===== config.mk =====
export PLATFORM = sky130hd
export DESIGN_NAME = key_encoder
export DESIGN_NICKNAME = d
export VERILOG_FILES = /design/src/rtl/piano_pkg.sv /design/src/rtl/msg_fifo.sv /design/src/rtl/key_encoder.sv
export SDC_FILE = /design/constraint.sdc
export NUM_CORES = 1
export LEC_CHECK = 0
export CELL_PAD_IN_SITES_DETAIL_PLACEMENT = 1
export CELL_PAD_IN_SITES_GLOBAL_PLACEMENT = 1
export CORE_MARGIN = 2
export CORE_UTILIZATION = 50
export CTS_CLUSTER_DIAMETER = 40
export CTS_CLUSTER_SIZE = 12
export DETAILED_ROUTE_END_ITERATION = 10
export PLACE_DENSITY = 0.76
export SYNTH_ARGS = -nofsm -noshare
export SYNTH_HDL_FRONTEND = slang
export SYNTH_SLANG_ARGS = --single-unit

===== constraint.sdc =====
create_clock -name clk -period 3.6 [get_ports clk]
set_clock_uncertainty 0.15 [all_clocks]
set_input_delay 1.08 -clock clk [delete_from_list [all_inputs] [get_ports clk]]
set_output_delay 1.08 -clock clk [all_outputs]
set_load 0.02 [all_outputs]

===== src/rtl/piano_pkg.sv =====
// Definitions shared between the key encoder and the polyphonic player.
package piano_pkg;

    localparam int unsigned MSG_ON_BIT = 7;
    localparam logic [6:0]  NOTE_NONE  = 7'd0;

    typedef logic [1:0] tx_state_t;
    localparam tx_state_t TX_IDLE  = 2'd0;
    localparam tx_state_t TX_SETUP = 2'd1;
    localparam tx_state_t TX_HIGH  = 2'd2;
    localparam tx_state_t TX_LOW   = 2'd3;

    typedef struct packed {
        logic       on;
        logic [6:0] note;
    } note_msg_t;

endpackage


===== src/rtl/msg_fifo.sv =====
// Synchronous FIFO for note messages; a push into a full FIFO is accepted only
// when a pop happens in the same cycle.
module msg_fifo #(
    parameter int unsigned DEPTH = 8,
    parameter int unsigned WIDTH = 8
) (
    input  logic             clk_i,
    input  logic             rst_ni,
    input  logic             push_i,
    input  logic [WIDTH-1:0] wdata_i,
    input  logic             pop_i,
    output logic [WIDTH-1:0] rdata_o,
    output logic             full_o,
    output logic             empty_o
);

    localparam int unsigned AW = (DEPTH > 1) ? $clog2(DEPTH) : 1;

    logic [WIDTH-1:0] mem_q [DEPTH];
    logic [AW:0]      wptr_q, wptr_d;
    logic [AW:0]      rptr_q, rptr_d;
    logic             do_push, do_pop;

    // Pointers carry one extra wrap bit to tell full from empty.
    assign empty_o = (wptr_q == rptr_q);
    assign full_o  = (wptr_q[AW] != rptr_q[AW]) && (wptr_q[AW-1:0] == rptr_q[AW-1:0]);
    assign rdata_o = mem_q[rptr_q[AW-1:0]];

    assign do_pop  = pop_i && !empty_o;
    assign do_push = push_i && (!full_o || do_pop);

    always_comb begin
        wptr_d = wptr_q;
        rptr_d = rptr_q;
        if (do_push) wptr_d = wptr_q + 1'b1;
        if (do_pop)  rptr_d = rptr_q + 1'b1;
    end

    always_ff @(posedge clk_i or negedge rst_ni) begin
        if (!rst_ni) begin
            wptr_q <= '0;
            rptr_q <= '0;
        end else begin
            wptr_q <= wptr_d;
            rptr_q <= rptr_d;
        end
    end

    always_ff @(posedge clk_i) begin
        if (do_push) mem_q[wptr_q[AW-1:0]] <= wdata_i;
    end

endmodule


===== src/rtl/key_encoder.sv =====
// Debounces a key bank, scans it round-robin for net state changes and sends
// each change as an 8-bit note message framed by a paced strobe.
module key_encoder
    import piano_pkg::*;
#(
    parameter int unsigned CLK_FREQ        = 120_000_000,
    parameter int unsigned KEY_NUM         = 16,
    parameter int unsigned BASE_NOTE       = 60,
    parameter int unsigned DEBOUNCE_CYCLES = 1_200_000,
    parameter int unsigned STROBE_CYCLES   = 8,
    parameter int unsigned FIFO_DEPTH      = 8
) (
    input  logic               clk,
    input  logic               rst_n,
    input  logic [KEY_NUM-1:0] keys,
    output logic [7:0]         msg,
    output logic               clk_msg,
    output logic               busy,
    output logic               fifo_full
);

    localparam int unsigned SW  = (KEY_NUM > 1) ? $clog2(KEY_NUM) : 1;
    localparam int unsigned CW  = $clog2(DEBOUNCE_CYCLES + 1);
    localparam int unsigned SCW = $clog2(STROBE_CYCLES + 1);

    if (CLK_FREQ == 0 || DEBOUNCE_CYCLES == 0 || STROBE_CYCLES == 0 ||
        BASE_NOTE < 1 || BASE_NOTE + KEY_NUM - 1 > 127) begin : g_param_check
        $error("key_encoder: illegal parameter set");
    end

    logic [KEY_NUM-1:0] sync1_q, sync2_q;
    logic [KEY_NUM-1:0] samp_q, samp_d, db_q, db_d, rep_q, rep_d, agree;
    logic [CW-1:0]      tick_cnt_q;
    logic               tick;

    assign tick = (tick_cnt_q == CW'(DEBOUNCE_CYCLES - 1));

    // A key's debounced level only moves when two consecutive tick samples agree.
    always_comb begin
        agree  = ~(sync2_q ^ samp_q);
        samp_d = samp_q;
        db_d   = db_q;
        if (tick) begin
            samp_d = sync2_q;
            db_d   = (agree & sync2_q) | (~agree & db_q);
        end
    end

    logic [SW-1:0] scan_q, scan_d;
    logic          scan_push, fifo_empty, fifo_pop;
    note_msg_t     push_msg;
    logic [7:0]    fifo_rdata;

    assign push_msg.on   = db_q[scan_q];
    assign push_msg.note = 7'(BASE_NOTE) + 7'(scan_q);
    assign scan_push     = (db_q[scan_q] != rep_q[scan_q]) && !fifo_full;

    always_comb begin
        rep_d  = rep_q;
        scan_d = scan_q;
        if (scan_push) rep_d[scan_q] = db_q[scan_q];
        if (!fifo_full) scan_d = (scan_q == SW'(KEY_NUM - 1)) ? '0 : scan_q + 1'b1;
    end

    msg_fifo #(
        .DEPTH (FIFO_DEPTH),
        .WIDTH (8)
    ) u_fifo (
        .clk_i   (clk),
        .rst_ni  (rst_n),
        .push_i  (scan_push),
        .wdata_i (push_msg),
        .pop_i   (fifo_pop),
        .rdata_o (fifo_rdata),
        .full_o  (fifo_full),
        .empty_o (fifo_empty)
    );

    tx_state_t      state_q, state_d;
    logic [SCW-1:0] scnt_q, scnt_d;
    logic [7:0]     msg_q, msg_d;
    logic           clk_msg_q, clk_msg_d;

    always_comb begin
        state_d  = state_q;
        scnt_d   = scnt_q;
        msg_d    = msg_q;
        fifo_pop = 1'b0;
        unique case (state_q)
            TX_IDLE: begin
                if (!fifo_empty) begin
                    fifo_pop = 1'b1;
                    msg_d    = fifo_rdata;
                    state_d  = TX_SETUP;
                end
            end
            TX_SETUP: begin
                scnt_d  = '0;
                state_d = TX_HIGH;
            end
            TX_HIGH, TX_LOW: begin
                if (scnt_q == SCW'(STROBE_CYCLES - 1)) begin
                    scnt_d  = '0;
                    state_d = (state_q == TX_HIGH) ? TX_LOW : TX_IDLE;
                end else begin
                    scnt_d = scnt_q + 1'b1;
                end
            end
            default: state_d = TX_IDLE;
        endcase
        clk_msg_d = (state_d == TX_HIGH);
    end

    always_ff @(posedge clk or negedge rst_n) begin
        if (!rst_n) begin
            sync1_q    <= '0;
            sync2_q    <= '0;
            samp_q     <= '0;
            db_q       <= '0;
            rep_q      <= '0;
            tick_cnt_q <= '0;
            scan_q     <= '0;
            state_q    <= TX_IDLE;
            scnt_q     <= '0;
            msg_q      <= {1'b0, NOTE_NONE};
            clk_msg_q  <= 1'b0;
        end else begin
            sync1_q    <= keys;
            sync2_q    <= sync1_q;
            samp_q     <= samp_d;
            db_q       <= db_d;
            rep_q      <= rep_d;
            tick_cnt_q <= tick ? '0 : tick_cnt_q + 1'b1;
            scan_q     <= scan_d;
            state_q    <= state_d;
            scnt_q     <= scnt_d;
            msg_q      <= msg_d;
            clk_msg_q  <= clk_msg_d;
        end
    end

    assign msg     = msg_q;
    assign clk_msg = clk_msg_q;
    assign busy    = !fifo_empty || (state_q != TX_IDLE);

endmodule


Word-level counts from Yosys, hierarchy flattened --
Memory sizes are Yosys's and may differ from the RTL's. A register that Yosys moved wholly into a read port is not among the register bits. Index checks and enable logic that the tools add are counted.
Operators by class: $add $sub $neg 6, multipliers 0, div/mod/pow operators 0, $lt $le $gt $ge 2, eq/ne operators 11, shift-type cells 0, multiplexer cells 19, bitwise operators 7, reduce and logical (&&, ||, !) cells 15
Operator list (number):
- $and 16x16->16 | 2
- $not 16->16 | 2
- $add 21x1->21 const B | 1
- $eq 21x21->1 const B | 1
- $mux 21 | 1
- $add 4x1->4 const B | 4
- $bwmux 16 | 1
- $or 16x16->16 | 1
- $xor 16x16->16 | 1
- $bmux 1 s4 | 2
- $mux 4 | 2
- $pmux 4 s2 | 1
- $add 6x4->7 const A | 1
- $mux 1 | 7
- $eq 2x2->1 const B | 3
- $mux 2 | 3
- $pmux 2 s3 | 1
- $logic_and 1x1->1 | 5
- $lt 4x5->1 const B | 1
- $demux 1 s4 | 1
- $eq 4x3->1 const B | 1
- $eq 4x4->1 | 1
- $eq 4x4->1 const B | 1
- $ge 4x1->1 const B | 1
- 10 further kinds | 15
Storage, ports and cells: bits in registers 120, latch bits 0, bits in writable memories 64, ROM bits 0, logic and storage cells 73, memories 1
Memories:
- u_fifo.mem_q | words 8, bits a word 8, rd ports 1, clocked after Yosys merged registers in 1, write ports 1, RTL line msg_fifo.sv:19 | logic [WIDTH-1:0] mem_q [DEPTH];

Depth between registers and ports, before layout --
word-level depth 8, gate-level depth with buffers 8

Modules after synthesis --
Synthesis repeated with hierarchy kept, for this count alone.
Second synthesis, totals: cell total of the unflattened synthesis 615, area total of the unflattened synthesis 8057.7 µm²
By module, submodules not included:
- key_encoder | instances 1, cells an instance 465, area an instance 5079.9 µm²
- msg_fifo | instances 1, cells an instance 150, area an instance 2977.9 µm²

Least setup slack after synthesis --
Ideal clock, no wire load.
kind flip-flop to flip-flop, from register scan_q[0], to memory u_fifo.mem_q[0][0], enable pin, data arrival time 2.493 ns, path slack 0.576 ns, cell stages (with the launch flop) 8, buffers on the path 1, period minus slack after synthesis 3.024 ns, cells stage by stage dfrtp_1 -> buf_6 -> mux4_1 -> a22oi_1 -> and3_2 -> xor2_4 -> nand3b_1 -> nor3_1
On the way: cells in the longest elaborated chain, start to end 7, elaborated cells between the ends (all ways) 9, those cells by class eq/ne: 1; mux: 6; reduce/logical: 2
RTL lines:
- start: declaration | RTL line key_encoder.sv:49 | logic [SW-1:0] scan_q, scan_d;
- start signal: assignment | RTL line key_encoder.sv:134 | scan_q <= scan_d;
- $bmux 1 s4 | RTL line key_encoder.sv:56 | assign scan_push = (db_q[scan_q] != rep_q[scan_q]) && !fifo_full;
- $mux 1 (not written as such) | RTL line key_encoder.sv:56
- $ne 1x1->1 (*) | RTL line key_encoder.sv:56
- $logic_and 1x1->1 (*) | RTL line key_encoder.sv:56
- $logic_and 1x1->1 (*) | RTL line msg_fifo.sv:30 | assign do_push = push_i && (!full_o || do_pop);
- $mux 1 (*) | RTL line msg_fifo.sv:50 | if (do_push) mem_q[wptr_q[AW-1:0]] <= wdata_i;
- $mux 1 (not written as such) (*) | RTL line msg_fifo.sv:50
- end: declaration | RTL line msg_fifo.sv:19
Mark *: on every way between the ends. The rest lies on a longest branch, timed or not. The select of a mux whose other input is x is not followed.

Final worst setup path --
from register scan_q[0], to memory u_fifo.mem_q[0][7], enable pin
Same word-level chain as after synthesis.

==> impl_metrics.csv <==
group,metric,value,unit
worst_setup_path,startpoint_type,"flip-flop",
detailed_routing,drt-pass1-iter-count,4,
final_layout,nFillCells,1403,
worst_setup_path,crit_top_cell,"buf_4",
sta,max_slew.worst_pin.slew,0.7106,ns
cts,cts_buffer_depth,2,
place,place_congestion,0.8395,
final_layout,layout.nets,653,
synthesis,syn_area_per_cell,12.95,um2
cts,cts.repair.resized,0,
min_path,hp-class,"reg -> reg",
worst_setup_path,cp.arrival,3.31,ns
cts,cts_root_buf,"clkbuf_16",
global_route,grt_pass1_vias,5191,
cts,clkLatencyLatePin,0.42,ns
detailed_routing,detail-route-antenna-nets,0,
cts,clkSlewWorstSetupHoldPaths,0.06,ns
worst_setup_path,critical-path-max-stage-delay,0.60,ns
cts,cts_tree,"built",
final_layout,diodes,0,
synthesis,yosys_warnings,0,
detailed_routing,drt_iter0_drc,265,
detailed_routing,routedWlPerCell,20.42,um
sta,finalHoldViolations,0,
final_layout,areaGrowthSynthToFinish,15.56,%
die,start_util,51.48,%
worst_setup_path,cpMaxStageDelayCell,"dfrtp_1",
place,dp_hpwl,10850,um
die,die_area,16020,um2
synthesis,netlist_area,7510,um2
global_route,grt_first_pass_wirelength,27680,um
place,port_buffers,28,
cts,htreeDepth,4,
detailed_routing,vias,4788,
sta,setup_violations,0,
sta,relSlewSlack,52.48,%
worst_setup_path,crit_chain,"buf_4 -> mux4_2 -> a22oi_1 -> and3_2 -> xor2_4 -> nand3b_1 -> nor3_1 -> buf_4",
final_layout,drive_gt1_share,11.50,%
global_route,grt_max_degree,51,
worst_setup_path,cp_num_cells,8,
detailed_routing,drc,0,
synthesis,synth-edff-count,56,
synthesis,synthFlopType,"dfrtp_1",
synthesis,synth.ff_latch_count,183,
detailed_routing,via_per_inst,5.846,
worst_setup_path,path_max_fanout,14,
worst_setup_path,critical_path_class,"reg -> reg",
die,rows,44,
die,die_h,126.6,um
synthesis,synth_top_area_share,42.32,%
sta,finalMaxSlewViolations,0,
worst_setup_path,crit_required,3.58,ns
synthesis,syn_nets,611,
synthesis,async_flop_share,69.40,%
sta,min_period_over_period,92.41,%
sta,finalSetupTns,0,ns
synthesis,synth_area_leaders,"dfrtp_1 (42%), edfxtp_1 (22%), o21ai_0 (6.3%)",
synthesis,post-synth-top-count-cell,"dfrtp_1",
cts,cts_made_buffers,17,
synthesis,yosysSeqAreaShare,64.71,%
sta,rsz0062_at_grt,"no",
worst_setup_path,worstSetupEndpointType,"flip-flop",
worst_setup_path,critical_path.startpoint,"scan_q[0]",
synthesis,synth_top_cell_by_area,"dfrtp_1",
global_route,grt_usage,22.43,%
job,drv_cap,0,
die,coreArea,14590,um2
worst_setup_path,rr_endpoint,"u_fifo.mem_q[0][7]",
pwr,ir_drop,0.4020,mV
cts,cts_hold_buf,0,
sta,whs,0.1985,ns
synthesis,synth.distinct_cells,40,
pwr,p_per_area,476.4,nW/um2
die,ios,29,
final_layout,final_area,8678,um2
worst_setup_path,cp_num_buf_inv,2,
worst_setup_path,r2r_cells,8,
detailed_routing,wirelength,16730,um
worst_setup_path,cp_top_family,"simple AND/OR/NAND/NOR gates",
die,dieWidth,126.6,um
pwr,p_leak,3.450,nW
sta,fmax,0.3006,GHz
synthesis,synth_commonest_cells,"dfrtp_1 (127), o21ai_0 (95), edfxtp_1 (56), nand2_1 (46)",
place,place_area,8054,um2
synthesis,syn_inst,580,
outcome,run_status,"finished clean",
worst_setup_path,rr_startpoint,"scan_q[0]",
sta,fin_crit,3.327,ns
cts,post_cts_buffers,0,
global_route,grt-ovfl-total,0,
global_route,antenna_found_initial,0,
cts,cts_sinks,183,
worst_setup_path,crit_path_end,"u_fifo.mem_q[0][7]",
worst_setup_path,rrSetupSlack,0.27,ns
-- routing by layer --
layer	up-vias	part of all wire, %	GRT usage (%)
met4	0	1.9	7.111
met3	28	3.6	5.272
met5	-	0	0
met1	2491	42	28.29
li1	2156	-	-
met2	113	53	38.60
-- per-stage QoR --
step | util [%] | power [mW] | instances | worst slack [ns]
detailed placement | 55.21 | 2.254 | 787 | 0.4111
CTS | 59.49 | 4.171 | 819 | 0.2621
global placement | 55.21 | 2.250 | 787 | 0.5932
finish | 59.49 | 4.135 | 819 | 0.2731
floorplan | - | 2.199 | 580 | 0.5764
global route | 59.49 | 4.265 | 819 | 0.1541
-- final cells by class --
cell class	count	area [um2]	area share, %
Multi-Input combinational cell	343	2411	27.78
Clock buffer	24	546.8	6.300
Clock inverter	8	77.57	0.8939
Tap cell	184	230.2	2.653
Timing Repair Buffer	49	447.9	5.161
Inverter	28	105.1	1.211
Sequential cell	183	4860	56.00
-- cells by family after synthesis --
group,after synthesis,synth area share (%)
xor gates and xnor gates,30,3.749
muxes,32,8.314
DFF,183,64.71
AOI/OAI and AO/OA,135,9.397
and+or+nand+nor,133,8.481
adders and majority gates,13,2.166
buffers and inverters,54,3.182
-- sequential cells by signal, summed over array words and instances, names as in the netlist, named ones only --
register       cells
msg                7
clk_msg            1
scan_q             4
samp_q            16
u_fifo.mem_q      56
sync2_q           16
rep_q             16
tick_cnt_q        21
sync1_q           16
state_q            2
scnt_q             4
u_fifo.wptr_q      4
u_fifo.rptr_q      4
-- worst min-delay path by stage --
| stage | endpoint | startpoint | cells after the start |
|---|---|---|---|
| final | sync2_q[9] | sync1_q[9] | 0 |
| after global routing | sync2_q[2] | sync1_q[2] | 0 |
| after CTS | sync2_q[9] | sync1_q[9] | 0 |
| after detailed placement | sync2_q[9] | sync1_q[9] | 0 |
| after global placement | sync2_q[1] | sync1_q[1] | 0 |
| after floorplan | sync2_q[0] | sync1_q[0] | 0 |
-- placed cells by master, fill, tap and decap left out, drive strengths merged, types with 13 or more instances in the layout --
cell type      netlist  final
edfxtp              56     56
nand3               17     17
a31oi               16     16
inv                 28     30
buf                 12     22
nor2                28     28
o21ai               96     96
clkbuf              14     24
ha                  13     13
dfrtp              127    127
clkdlybuf4s50        0     27
a21oi               19     19
nand2               47     47
mux4                22     22
xnor2               18     18
-- power breakdown --
group / internal, mW / total [mW] / switching (mW)
sequential: 2.15 / 2.16 / 0.0102
clock: 1.14 / 1.92 / 0.783
combinational: 0.0197 / 0.0500 / 0.0303
total: 3.31 / 4.13 / 0.823
No activity file was read; power rests on OpenSTA's default activity.
